[src/rtl/multicycle_control_if.sv]
// Control bundle between the multicycle control FSM and the MIPS datapath.
// The master side is the controller: it reads the opcode and memory ready,
// and drives every enable and mux select.
interface multicycle_control_if;
  logic [5:0] op;
  logic       mem_ready;
  logic       pcwrite;
  logic       pcwritecond;
  logic       iord;
  logic       memread;
  logic       memwrite;
  logic       irwrite;
  logic       memtoreg;
  logic       regdst;
  logic       regwrite;
  logic       alusrca;
  logic [1:0] alusrcb;
  logic       aluop1;
  logic       aluop0;
  logic [1:0] pcsource;
  logic       instr_done;
  logic       illegal_op;

  modport master (
    input  op, mem_ready,
    output pcwrite, pcwritecond, iord, memread, memwrite, irwrite, memtoreg, regdst,
           regwrite, alusrca, alusrcb, aluop1, aluop0, pcsource, instr_done, illegal_op
  );

  modport slave (
    output op, mem_ready,
    input  pcwrite, pcwritecond, iord, memread, memwrite, irwrite, memtoreg, regdst,
           regwrite, alusrca, alusrcb, aluop1, aluop0, pcsource, instr_done, illegal_op
  );
endinterface

[src/rtl/multicycle_control.sv]
// Main control FSM for the multicycle MIPS datapath. Sequences fetch, decode,
// execute, memory and writeback for R-type, lw, sw, beq, j and addi, and
// stalls in the memory states until mem_ready.
module multicycle_control (
  input  logic                   clk,
  input  logic                   reset,
  multicycle_control_if.master   bus
);

  localparam logic [5:0] OP_RTYPE = 6'h00;
  localparam logic [5:0] OP_LW    = 6'h23;
  localparam logic [5:0] OP_SW    = 6'h2b;
  localparam logic [5:0] OP_BEQ   = 6'h04;
  localparam logic [5:0] OP_J     = 6'h02;
  localparam logic [5:0] OP_ADDI  = 6'h08;

  typedef enum logic [3:0] {
    StFetch  = 4'd0,
    StDecode = 4'd1,
    StMemAdr = 4'd2,
    StMemRd  = 4'd3,
    StMemWb  = 4'd4,
    StMemWr  = 4'd5,
    StExec   = 4'd6,
    StRComp  = 4'd7,
    StBranch = 4'd8,
    StJump   = 4'd9,
    StAddiEx = 4'd10,
    StAddiWb = 4'd11
  } state_e;

  state_e     state_q, state_d;
  logic [5:0] op_q;

  logic       pcwrite, pcwritecond, iord, memread, memwrite, irwrite;
  logic       memtoreg, regdst, regwrite, alusrca, aluop1, aluop0;
  logic       instr_done, illegal_op;
  logic [1:0] alusrcb, pcsource;

  // State register and opcode latch; op is captured in DECODE for MEMADR's branch.
  always_ff @(posedge clk) begin
    if (reset) begin
      state_q <= StFetch;
      op_q    <= 6'h00;
    end else begin
      state_q <= state_d;
      if (state_q == StDecode) op_q <= bus.op;
    end
  end

  // Next-state logic; unused encodings fall back to FETCH.
  always_comb begin
    state_d = StFetch;
    case (state_q)
      StFetch:  state_d = bus.mem_ready ? StDecode : StFetch;
      StDecode: begin
        case (bus.op)
          OP_LW, OP_SW: state_d = StMemAdr;
          OP_RTYPE:     state_d = StExec;
          OP_BEQ:       state_d = StBranch;
          OP_J:         state_d = StJump;
          OP_ADDI:      state_d = StAddiEx;
          default:      state_d = StFetch;
        endcase
      end
      StMemAdr: state_d = (op_q == OP_SW) ? StMemWr : StMemRd;
      StMemRd:  state_d = bus.mem_ready ? StMemWb : StMemRd;
      StMemWb:  state_d = StFetch;
      StMemWr:  state_d = bus.mem_ready ? StFetch : StMemWr;
      StExec:   state_d = StRComp;
      StRComp:  state_d = StFetch;
      StBranch: state_d = StFetch;
      StJump:   state_d = StFetch;
      StAddiEx: state_d = StAddiWb;
      StAddiWb: state_d = StFetch;
      default:  state_d = StFetch;
    endcase
  end

  // Moore output decode; only FETCH/MEMWR strobes and DECODE's illegal flag look at inputs.
  always_comb begin
    pcwrite     = 1'b0;
    pcwritecond = 1'b0;
    iord        = 1'b0;
    memread     = 1'b0;
    memwrite    = 1'b0;
    irwrite     = 1'b0;
    memtoreg    = 1'b0;
    regdst      = 1'b0;
    regwrite    = 1'b0;
    alusrca     = 1'b0;
    alusrcb     = 2'b00;
    aluop1      = 1'b0;
    aluop0      = 1'b0;
    pcsource    = 2'b00;
    instr_done  = 1'b0;
    illegal_op  = 1'b0;
    case (state_q)
      StFetch: begin
        memread = 1'b1;
        alusrcb = 2'b01;
        irwrite = bus.mem_ready;
        pcwrite = bus.mem_ready;
      end
      StDecode: begin
        alusrcb = 2'b11;
        case (bus.op)
          OP_LW, OP_SW, OP_RTYPE, OP_BEQ, OP_J, OP_ADDI: illegal_op = 1'b0;
          default:                                       illegal_op = 1'b1;
        endcase
      end
      StMemAdr, StAddiEx: begin
        alusrca = 1'b1;
        alusrcb = 2'b10;
      end
      StMemRd: begin
        memread = 1'b1;
        iord    = 1'b1;
      end
      StMemWb: begin
        regwrite   = 1'b1;
        memtoreg   = 1'b1;
        instr_done = 1'b1;
      end
      StMemWr: begin
        memwrite   = 1'b1;
        iord       = 1'b1;
        instr_done = bus.mem_ready;
      end
      StExec: begin
        alusrca = 1'b1;
        aluop1  = 1'b1;
      end
      StRComp: begin
        regwrite   = 1'b1;
        regdst     = 1'b1;
        instr_done = 1'b1;
      end
      StBranch: begin
        alusrca     = 1'b1;
        aluop0      = 1'b1;
        pcwritecond = 1'b1;
        pcsource    = 2'b01;
        instr_done  = 1'b1;
      end
      StJump: begin
        pcwrite    = 1'b1;
        pcsource   = 2'b10;
        instr_done = 1'b1;
      end
      StAddiWb: begin
        regwrite   = 1'b1;
        instr_done = 1'b1;
      end
      default: ;
    endcase
  end

  // Strobes are killed combinationally so reset aborts a memory access in the same cycle.
  assign bus.pcwrite     = pcwrite & ~reset;
  assign bus.pcwritecond = pcwritecond & ~reset;
  assign bus.irwrite     = irwrite & ~reset;
  assign bus.regwrite    = regwrite & ~reset;
  assign bus.memread     = memread & ~reset;
  assign bus.memwrite    = memwrite & ~reset;
  assign bus.instr_done  = instr_done & ~reset;
  assign bus.illegal_op  = illegal_op & ~reset;
  assign bus.iord        = iord;
  assign bus.memtoreg    = memtoreg;
  assign bus.regdst      = regdst;
  assign bus.alusrca     = alusrca;
  assign bus.alusrcb     = alusrcb;
  assign bus.aluop1      = aluop1;
  assign bus.aluop0      = aluop0;
  assign bus.pcsource    = pcsource;

endmodule

[src/flat_wrapper.sv]
// flat-port wrapper written by rule: the top's interface ports become plain ports
module multicycle_control_flat 
  (clk, reset, bus_op, bus_mem_ready, bus_pcwrite, bus_pcwritecond, bus_iord, bus_memread, bus_memwrite, bus_irwrite, bus_memtoreg, bus_regdst, bus_regwrite, bus_alusrca, bus_alusrcb, bus_aluop1, bus_aluop0, bus_pcsource, bus_instr_done, bus_illegal_op);
  multicycle_control_if bus_i ();
  input  logic clk;
  input  logic reset;
  input wire logic [$bits(bus_i.op)-1:0] bus_op;
  input wire logic [$bits(bus_i.mem_ready)-1:0] bus_mem_ready;
  output wire logic [$bits(bus_i.pcwrite)-1:0] bus_pcwrite;
  output wire logic [$bits(bus_i.pcwritecond)-1:0] bus_pcwritecond;
  output wire logic [$bits(bus_i.iord)-1:0] bus_iord;
  output wire logic [$bits(bus_i.memread)-1:0] bus_memread;
  output wire logic [$bits(bus_i.memwrite)-1:0] bus_memwrite;
  output wire logic [$bits(bus_i.irwrite)-1:0] bus_irwrite;
  output wire logic [$bits(bus_i.memtoreg)-1:0] bus_memtoreg;
  output wire logic [$bits(bus_i.regdst)-1:0] bus_regdst;
  output wire logic [$bits(bus_i.regwrite)-1:0] bus_regwrite;
  output wire logic [$bits(bus_i.alusrca)-1:0] bus_alusrca;
  output wire logic [$bits(bus_i.alusrcb)-1:0] bus_alusrcb;
  output wire logic [$bits(bus_i.aluop1)-1:0] bus_aluop1;
  output wire logic [$bits(bus_i.aluop0)-1:0] bus_aluop0;
  output wire logic [$bits(bus_i.pcsource)-1:0] bus_pcsource;
  output wire logic [$bits(bus_i.instr_done)-1:0] bus_instr_done;
  output wire logic [$bits(bus_i.illegal_op)-1:0] bus_illegal_op;
  assign bus_i.op = bus_op;
  assign bus_i.mem_ready = bus_mem_ready;
  assign bus_pcwrite = bus_i.pcwrite;
  assign bus_pcwritecond = bus_i.pcwritecond;
  assign bus_iord = bus_i.iord;
  assign bus_memread = bus_i.memread;
  assign bus_memwrite = bus_i.memwrite;
  assign bus_irwrite = bus_i.irwrite;
  assign bus_memtoreg = bus_i.memtoreg;
  assign bus_regdst = bus_i.regdst;
  assign bus_regwrite = bus_i.regwrite;
  assign bus_alusrca = bus_i.alusrca;
  assign bus_alusrcb = bus_i.alusrcb;
  assign bus_aluop1 = bus_i.aluop1;
  assign bus_aluop0 = bus_i.aluop0;
  assign bus_pcsource = bus_i.pcsource;
  assign bus_instr_done = bus_i.instr_done;
  assign bus_illegal_op = bus_i.illegal_op;
  multicycle_control u_core (.clk(clk), .reset(reset), .bus(bus_i));
endmodule
[config.mk]
export PLATFORM = sky130hd
export DESIGN_NAME = multicycle_control_flat
export DESIGN_NICKNAME = d
export VERILOG_FILES = /design/src/rtl/multicycle_control_if.sv /design/src/rtl/multicycle_control.sv /design/src/flat_wrapper.sv
export SDC_FILE = /design/constraint.sdc
export NUM_CORES = 1
export LEC_CHECK = 0
export CAP_MARGIN = 20
export CELL_PAD_IN_SITES_DETAIL_PLACEMENT = 0
export CELL_PAD_IN_SITES_GLOBAL_PLACEMENT = 2
export CORE_ASPECT_RATIO = 2
export CORE_MARGIN = 5
export CORE_UTILIZATION = 23
export DETAILED_ROUTE_END_ITERATION = 8
export HOLD_SLACK_MARGIN = 0.15
export PLACE_DENSITY_LB_ADDON = 0.1
export SKIP_LAST_GASP = 1
export SLEW_MARGIN = 20
export SYNTH_ARGS = -nofsm -noshare
export SYNTH_HDL_FRONTEND = slang
export SYNTH_SLANG_ARGS = --single-unit
[constraint.sdc]
create_clock -name clk -period 1.8 [get_ports clk]
set_input_delay 0.27 -clock clk [delete_from_list [all_inputs] [get_ports clk]]
set_output_delay 0.27 -clock clk [all_outputs]
set_load 0.05 [all_outputs]
# Yosys cells after proc, flatten, opt, wreduce, memory -nomap -nowiden
# Index checks and enable logic that the tools add are counted.
# W data, S select, Z words.
[word_totals] reg_bits=10 out_inout_bits=18 in_bits=9 word_cells=60
[classes] mux=22 eq_ne=17 reduce_logical=10 bitwise=9
[ops] operator="$pmux W4 S7" n=1
[ops] operator="$pmux W4 S5" n=1
[ops] operator="$eq A6 B6 Y1 const B" n=3
[ops] operator="$eq A4 B3 Y1 const B" n=4
[ops] operator="$eq A4 B4 Y1 const B" n=4
[ops] operator="$mux W1" n=13
[ops] operator="$mux W3" n=3
[ops] operator="$and A1 B1 Y1" n=8
[ops] operator="$eq A4 B2 Y1 const B" n=2
[ops] operator="$reduce_or A2 Y1" n=4
[ops] operator="$eq A6 B2 Y1 const B" n=1
[ops] operator="$eq A6 B3 Y1 const B" n=1
[ops] operator="$eq A6 B4 Y1 const B" n=1
[ops] operator="$logic_not A6 Y1" n=1
[ops] operator="$pmux W2 S3" n=1
[ops] operator="$reduce_or A6 Y1" n=1
[ops] operator="$reduce_or A5 Y1" n=1
[ops] operator="$eq A4 B1 Y1 const B" n=1
[ops] operator="$logic_not A4 Y1" n=1
[ops] operator="$pmux W1 S2" n=2
[ops] operator="$pmux W2 S2" n=1
[ops] operator="$reduce_or A4 Y1" n=1
[ops] operator="$reduce_or A3 Y1" n=1
[ops] operator="$not A1 Y1" n=1

# Longest topological paths before layout
[logic_depth] word_depth=5 depth_mapped=6 ltp_nobuf=4

# Worst setup path after synthesis
# OpenSTA, ideal clock, no wires.
[synth_timing] path_kind="reg2out" from="reg u_core.state_q[3]" to="out bus_instr_done" n_path_buf=2 stages_incl_launch_ff=5 arrival_time_ns=3.285 required_time_ns=1.530 path_slack_ns=-1.755 cell_sequence="dfxtp_1 buf_6 clkbuf_1 nor2_1 a2111oi_0"
[synth_between] elab_chain_cells=4 word_cells_on_any_way=9 cone_classes="eq/ne (6); mux (1); bitwise (1); reduce/logical (1)"
[synth_lines] item="from (decl)" line="multicycle_control.sv:32" text="state_e state_q, state_d;"
[synth_lines] item="from (signal assigned)" line="multicycle_control.sv:43" text="state_q <= StFetch;"
[synth_lines] item="from (signal assigned)" line="multicycle_control.sv:46" text="state_q <= state_d;"
[synth_lines] item="$eq A4 B3 Y1 or $eq A4 B4 Y1 (tied branches)" line="multicycle_control.sv:98" text="case (state_q)"
[synth_lines] item="$reduce_or A5 Y1 (no line)"
[synth_lines] item="$pmux W1 S2 (*)" line="multicycle_control.sv:98"
[synth_lines] item="$and A1 B1 Y1 (*)" line="multicycle_control.sv:166" text="assign bus.instr_done = instr_done & ~reset;"
[synth_lines] item="to (decl)" line="flat_wrapper.sv:23" text="output wire logic [$bits(bus_i.instr_done)-1:0] bus_instr_done;"
# Mark *: on every way between the ends. The rest lies on a longest branch, timed or not.

# Worst setup path after layout
[layout_timing] from="reg u_core.state_q[3]" to="out bus_illegal_op"
[layout_between] elab_chain_cells=3
[layout_lines] item="$eq A4 B1 Y1" line="multicycle_control.sv:98"
[layout_lines] item="$mux W1" line="multicycle_control.sv:98"
[layout_lines] item="$and A1 B1 Y1" line="multicycle_control.sv:167" text="assign bus.illegal_op = illegal_op & ~reset;"
[layout_lines] item="to (decl)" line="flat_wrapper.sv:24" text="output wire logic [$bits(bus_i.illegal_op)-1:0] bus_illegal_op;"
# No other way between the ends.

==> flow_results.xml <==
<?xml version="1.0" encoding="UTF-8"?>
<metrics>
  <group name="timing">
    <metric name="timing_max_transition_violations_final" unit="">0</metric>
    <metric name="fin_setup_tns" unit="ns">-0.0278</metric>
    <metric name="fin_skew" unit="ns">0.000372</metric>
    <metric name="worst_pin_slew" unit="ns">0.316</metric>
    <metric name="hold_viol_final" unit="">0</metric>
    <metric name="slew_headroom" unit="%">78.9</metric>
    <metric name="finalCritPeriodShare" unit="%">101</metric>
    <metric name="grt_setup_unrepaired" unit="">true</metric>
    <metric name="setup-violations-final" unit="">2</metric>
    <metric name="finalWorstSetupSlack" unit="ns">-0.0260</metric>
    <metric name="hold_slack" unit="ns">0.447</metric>
    <metric name="period_minus_ws_final" unit="ns">1.83</metric>
    <metric name="max_fclk" unit="MHz">548</metric>
  </group>
  <group name="worst_setup_path">
    <metric name="crit_chain" unit="">or4b_4 -&gt; nor4_4 -&gt; buf_12</metric>
    <metric name="critical_path_cell_count" unit="">3</metric>
    <metric name="timing.critical_path.max_delay_family" unit="">simple AND/OR/NAND/NOR gates</metric>
    <metric name="critical_path.max_stage_delay" unit="ns">0.56</metric>
    <metric name="worst_setup_path_start_kind" unit="">flop</metric>
    <metric name="setup.worst_path.start" unit="">u_core.state_q[3]$_SDFF_PP0_</metric>
    <metric name="crit_fanout" unit="">2</metric>
    <metric name="crit_arrival" unit="ns">1.56</metric>
    <metric name="r2r-start" unit="">u_core.state_q[3]$_SDFF_PP0_</metric>
    <metric name="worst_path_max_delay_cell" unit="">sky130_fd_sc_hd__or4b_4</metric>
    <metric name="timing.reg2reg.setup_slack" unit="ns">0.22</metric>
    <metric name="timing.setup.critical_path_class" unit="">flop to output port</metric>
    <metric name="worst_r2r_path_depth" unit="">5</metric>
    <metric name="timing.critical_path.to_type" unit="">output port</metric>
    <metric name="critPathBufInv" unit="">1</metric>
    <metric name="worst_r2r_endpoint" unit="">u_core.state_q[2]$_SDFF_PP0_</metric>
    <metric name="critPathCapture" unit="">bus_illegal_op</metric>
    <metric name="worst-endpoint-required" unit="ns">1.53</metric>
  </group>
  <group name="finish">
    <metric name="drive_above_1_share" unit="%">44.9</metric>
    <metric name="n_fill_cell" unit="">334</metric>
    <metric name="antenna-diode-count" unit="">0</metric>
    <metric name="mostFrequentLayoutCell" unit="">sky130_fd_sc_hd__buf_4</metric>
    <metric name="layout.cells.most_common_list" unit="">18 x sky130_fd_sc_hd__buf_4, 17 x sky130_fd_sc_hd__nand2_1, 17 x sky130_fd_sc_hd__buf_12, 11 x sky130_fd_sc_hd__a21oi_1, 8 x sky130_fd_sc_hd__dfxtp_1</metric>
    <metric name="fin_nets" unit="">168</metric>
    <metric name="finalNonFillerCells" unit="">190</metric>
    <metric name="area_growth_syn_to_layout" unit="%">104</metric>
  </group>
  <group name="die">
    <metric name="ioPinCount" unit="">27</metric>
    <metric name="die_x" unit="um">51.6</metric>
    <metric name="placeableCoreArea" unit="um2">3380</metric>
    <metric name="row_count" unit="">30</metric>
    <metric name="initial_core_util" unit="%">23.5</metric>
    <metric name="height_of_the_die" unit="um">93.1</metric>
    <metric name="die_area" unit="um2">4800</metric>
  </group>
  <group name="synthesis">
    <metric name="post_synth.cell_area_avg" unit="um2">6.85</metric>
    <metric name="synth_seq_cells" unit="">10</metric>
    <metric name="ys_types" unit="">33</metric>
    <metric name="synth_sequential_area_ratio" unit="%">25.2</metric>
    <metric name="post-synth-top-area-cell" unit="">sky130_fd_sc_hd__dfxtp_1</metric>
    <metric name="synth_simple_gate_area_share" unit="%">40.0</metric>
    <metric name="synth_fp_nets" unit="">125</metric>
    <metric name="yosysTopAreaCellShare" unit="%">25.2</metric>
    <metric name="synth-xor-area-share" unit="%">2.20</metric>
    <metric name="postSynthCellCount" unit="">116</metric>
    <metric name="largest_family_of_logic_cells_by_synthesized_area" unit="">simple AND/OR/NAND/NOR gates</metric>
    <metric name="mux_share_of_post_synthesis_cell_area" unit="%">0</metric>
    <metric name="ys.warnings.count" unit="">0</metric>
    <metric name="compound_gate_fraction_of_synth_area" unit="%">25.0</metric>
    <metric name="top_cells_by_area_in_the_synthesized_netlist" unit="">sky130_fd_sc_hd__dfxtp_1 25%, sky130_fd_sc_hd__nand2_1 8.0%, sky130_fd_sc_hd__a21oi_1 7.6%</metric>
    <metric name="synth_edf_count" unit="">0</metric>
    <metric name="ys_async_sr_fraction" unit="%">0</metric>
    <metric name="post_synth_design_cell_area" unit="um2">795</metric>
    <metric name="postSynth.topFlopCell" unit="">sky130_fd_sc_hd__dfxtp_1</metric>
    <metric name="yosys.area_share.adder" unit="%">0</metric>
  </group>
  <group name="clocking">
    <metric name="cts.sinks" unit="">10</metric>
    <metric name="cts_tree" unit="">done</metric>
    <metric name="clock_tree.buffer_depth" unit="">2</metric>
    <metric name="post_cts_hold_buffer_count" unit="">0</metric>
    <metric name="cts_made_buffers" unit="">3</metric>
    <metric name="clkLatencyLatePin" unit="ns">0.23</metric>
    <metric name="h-tree-depth" unit="">1</metric>
    <metric name="cts.root.buffer_cell" unit="">sky130_fd_sc_hd__clkbuf_8</metric>
    <metric name="clkTransAtPathRegs" unit="ns">0.05</metric>
  </group>
  <group name="power_and_ir_drop">
    <metric name="p_per_area" unit="nW/um2">470</metric>
    <metric name="power.share.combinational" unit="%">32.6</metric>
    <metric name="seq_power_share" unit="%">31.4</metric>
    <metric name="power.leakage" unit="nW">0.580</metric>
    <metric name="switching_power" unit="uW">220</metric>
    <metric name="share_clk_of_total_power" unit="%">36.0</metric>
    <metric name="intPower" unit="uW">542</metric>
    <metric name="peakVddDrop" unit="V">0.000808</metric>
    <metric name="switching_share" unit="%">28.9</metric>
  </group>
  <group name="placement">
    <metric name="dpl_worst_slack" unit="ns">-0.135</metric>
    <metric name="place.gp.congestion" unit="">0.719</metric>
    <metric name="dp_cells" unit="">183</metric>
    <metric name="dp.final_hpwl" unit="um">2170</metric>
    <metric name="io_buffer_count" unit="">26</metric>
  </group>
  <group name="routing">
    <metric name="dr_total_vias" unit="">977</metric>
    <metric name="routed_via_density" unit="">5.14</metric>
    <metric name="wl_per_cell" unit="um">13.5</metric>
    <metric name="final_antenna_net_count" unit="">0</metric>
    <metric name="detail_route.iter0.violations" unit="">23</metric>
    <metric name="drt_wl_total" unit="um">2570</metric>
    <metric name="drtPass1Iterations" unit="">4</metric>
    <metric name="remaining_drc_errors" unit="">0</metric>
  </group>
  <group name="worst_hold_path">
    <metric name="holdCritPathClass" unit="">flop to flop</metric>
  </group>
  <group name="grt">
    <metric name="grt_pass1_vias" unit="">954</metric>
    <metric name="pin_count_of_the_biggest_net_entering_global_routing" unit="">21</metric>
    <metric name="grt.overflow.total" unit="">0</metric>
    <metric name="grt_pass1_wl" unit="um">4240</metric>
    <metric name="antenna_found_initial" unit="">0</metric>
    <metric name="grt_util_all_layers" unit="%">11.3</metric>
  </group>
  <group name="run">
    <metric name="drv_cap" unit="">0</metric>
  </group>
  <group name="outcome">
    <metric name="violations" unit="">setup timing</metric>
    <metric name="run_status" unit="">complete, but fails checks</metric>
  </group>
</metrics>
## cell type report
class / count / area (um2) / area share, %
clock buffers: 4 / 55.1 / 3.40
inverters: 2 / 7.51 / 0.463
multi-input cells: 94 / 694 / 42.8
flip-flops and latches: 10 / 203 / 12.5
well taps: 32 / 40.0 / 2.47
repair buffers: 48 / 622 / 38.3
## power by group through the flow
stage                     logic (mW)  clock network [mW]  registers, mW
after detailed placement       0.240                   0          0.242
after global routing           0.266               0.297          0.241
after CTS                      0.240               0.278          0.237
after floorplan                0.125                   0          0.240
after global placement         0.241                   0          0.241
final                          0.248               0.274          0.239
## state kept, by name, summed over array words and instances (netlist names)
register	count
u_core.op_q	6
u_core.state_q	4
## per-layer routing
metal	GRT usage, %	share of wire (%)	vias up
li1	-	-	496
met1	11.1	37	460
met2	23.7	60	19
met3	1.75	2.9	2
met4	1.31	0.47	0
met5	0	0	-
## synth_stat cells (2+ instances only)
cell type	count
sky130_fd_sc_hd__nand2_1	17
sky130_fd_sc_hd__nor2_1	13
sky130_fd_sc_hd__a21oi_1	12
sky130_fd_sc_hd__dfxtp_1	10
sky130_fd_sc_hd__nand2b_1	9
sky130_fd_sc_hd__nor3_1	6
sky130_fd_sc_hd__clkbuf_1	5
sky130_fd_sc_hd__o21ai_0	5
sky130_fd_sc_hd__nor4_1	4
sky130_fd_sc_hd__buf_2	3
sky130_fd_sc_hd__o21bai_1	3
sky130_fd_sc_hd__a211oi_1	2
sky130_fd_sc_hd__a22oi_1	2
sky130_fd_sc_hd__a31oi_1	2
sky130_fd_sc_hd__and3_1	2
sky130_fd_sc_hd__inv_1	2
sky130_fd_sc_hd__nand3_1	2
sky130_fd_sc_hd__or3_1	2
## per-stage QoR
step                power (mW)  area, um2  util [%]
floorplan                0.365        922         -
global placement         0.482       1470      43.6
detailed placement       0.482       1470      43.6
CTS                      0.755       1550      46.0
global route             0.804       1620      48.0
finish                   0.762       1620      48.0
## worst min-delay path by stage
stage,startpoint,to,depth (start not counted)
after floorplan,bus_op[0],u_core.op_q[0]$_SDFFE_PP0P_,2
after global placement,u_core.op_q[0]$_SDFFE_PP0P_,u_core.op_q[0]$_SDFFE_PP0P_,2
after CTS,u_core.op_q[5]$_SDFFE_PP0P_,u_core.op_q[5]$_SDFFE_PP0P_,2
after detailed placement,u_core.op_q[5]$_SDFFE_PP0P_,u_core.op_q[5]$_SDFFE_PP0P_,2
final,u_core.op_q[5]$_SDFFE_PP0P_,u_core.op_q[5]$_SDFFE_PP0P_,2
after global routing,u_core.op_q[5]$_SDFFE_PP0P_,u_core.op_q[5]$_SDFFE_PP0P_,2
## worst register-to-register path, delay by kind of cell (launching register included)
family / cells / cell delay [ns]
AND/OR/NAND/NOR: 2 / 0.69
AO/OA/AOI/OAI: 2 / 0.32
flip-flops: 1 / 0.32
buffers and inverters: 1 / 0.19
## repair_timing
item,in CTS,in global routing
pin swaps,3,3
resized for setup,9,16
buffers inserted,1,2
setup endpoints to repair,7,10
## cells by family after synthesis
| logic type | Yosys count |
|---|---|
| and+or+nand+nor | 61 |
| xor gates and xnor gates | 2 |
| buffers and inverters | 12 |
| AOI/OAI and AO/OA | 31 |
| DFF | 10 |
Note: power is estimated with default switching activity, not from simulation.
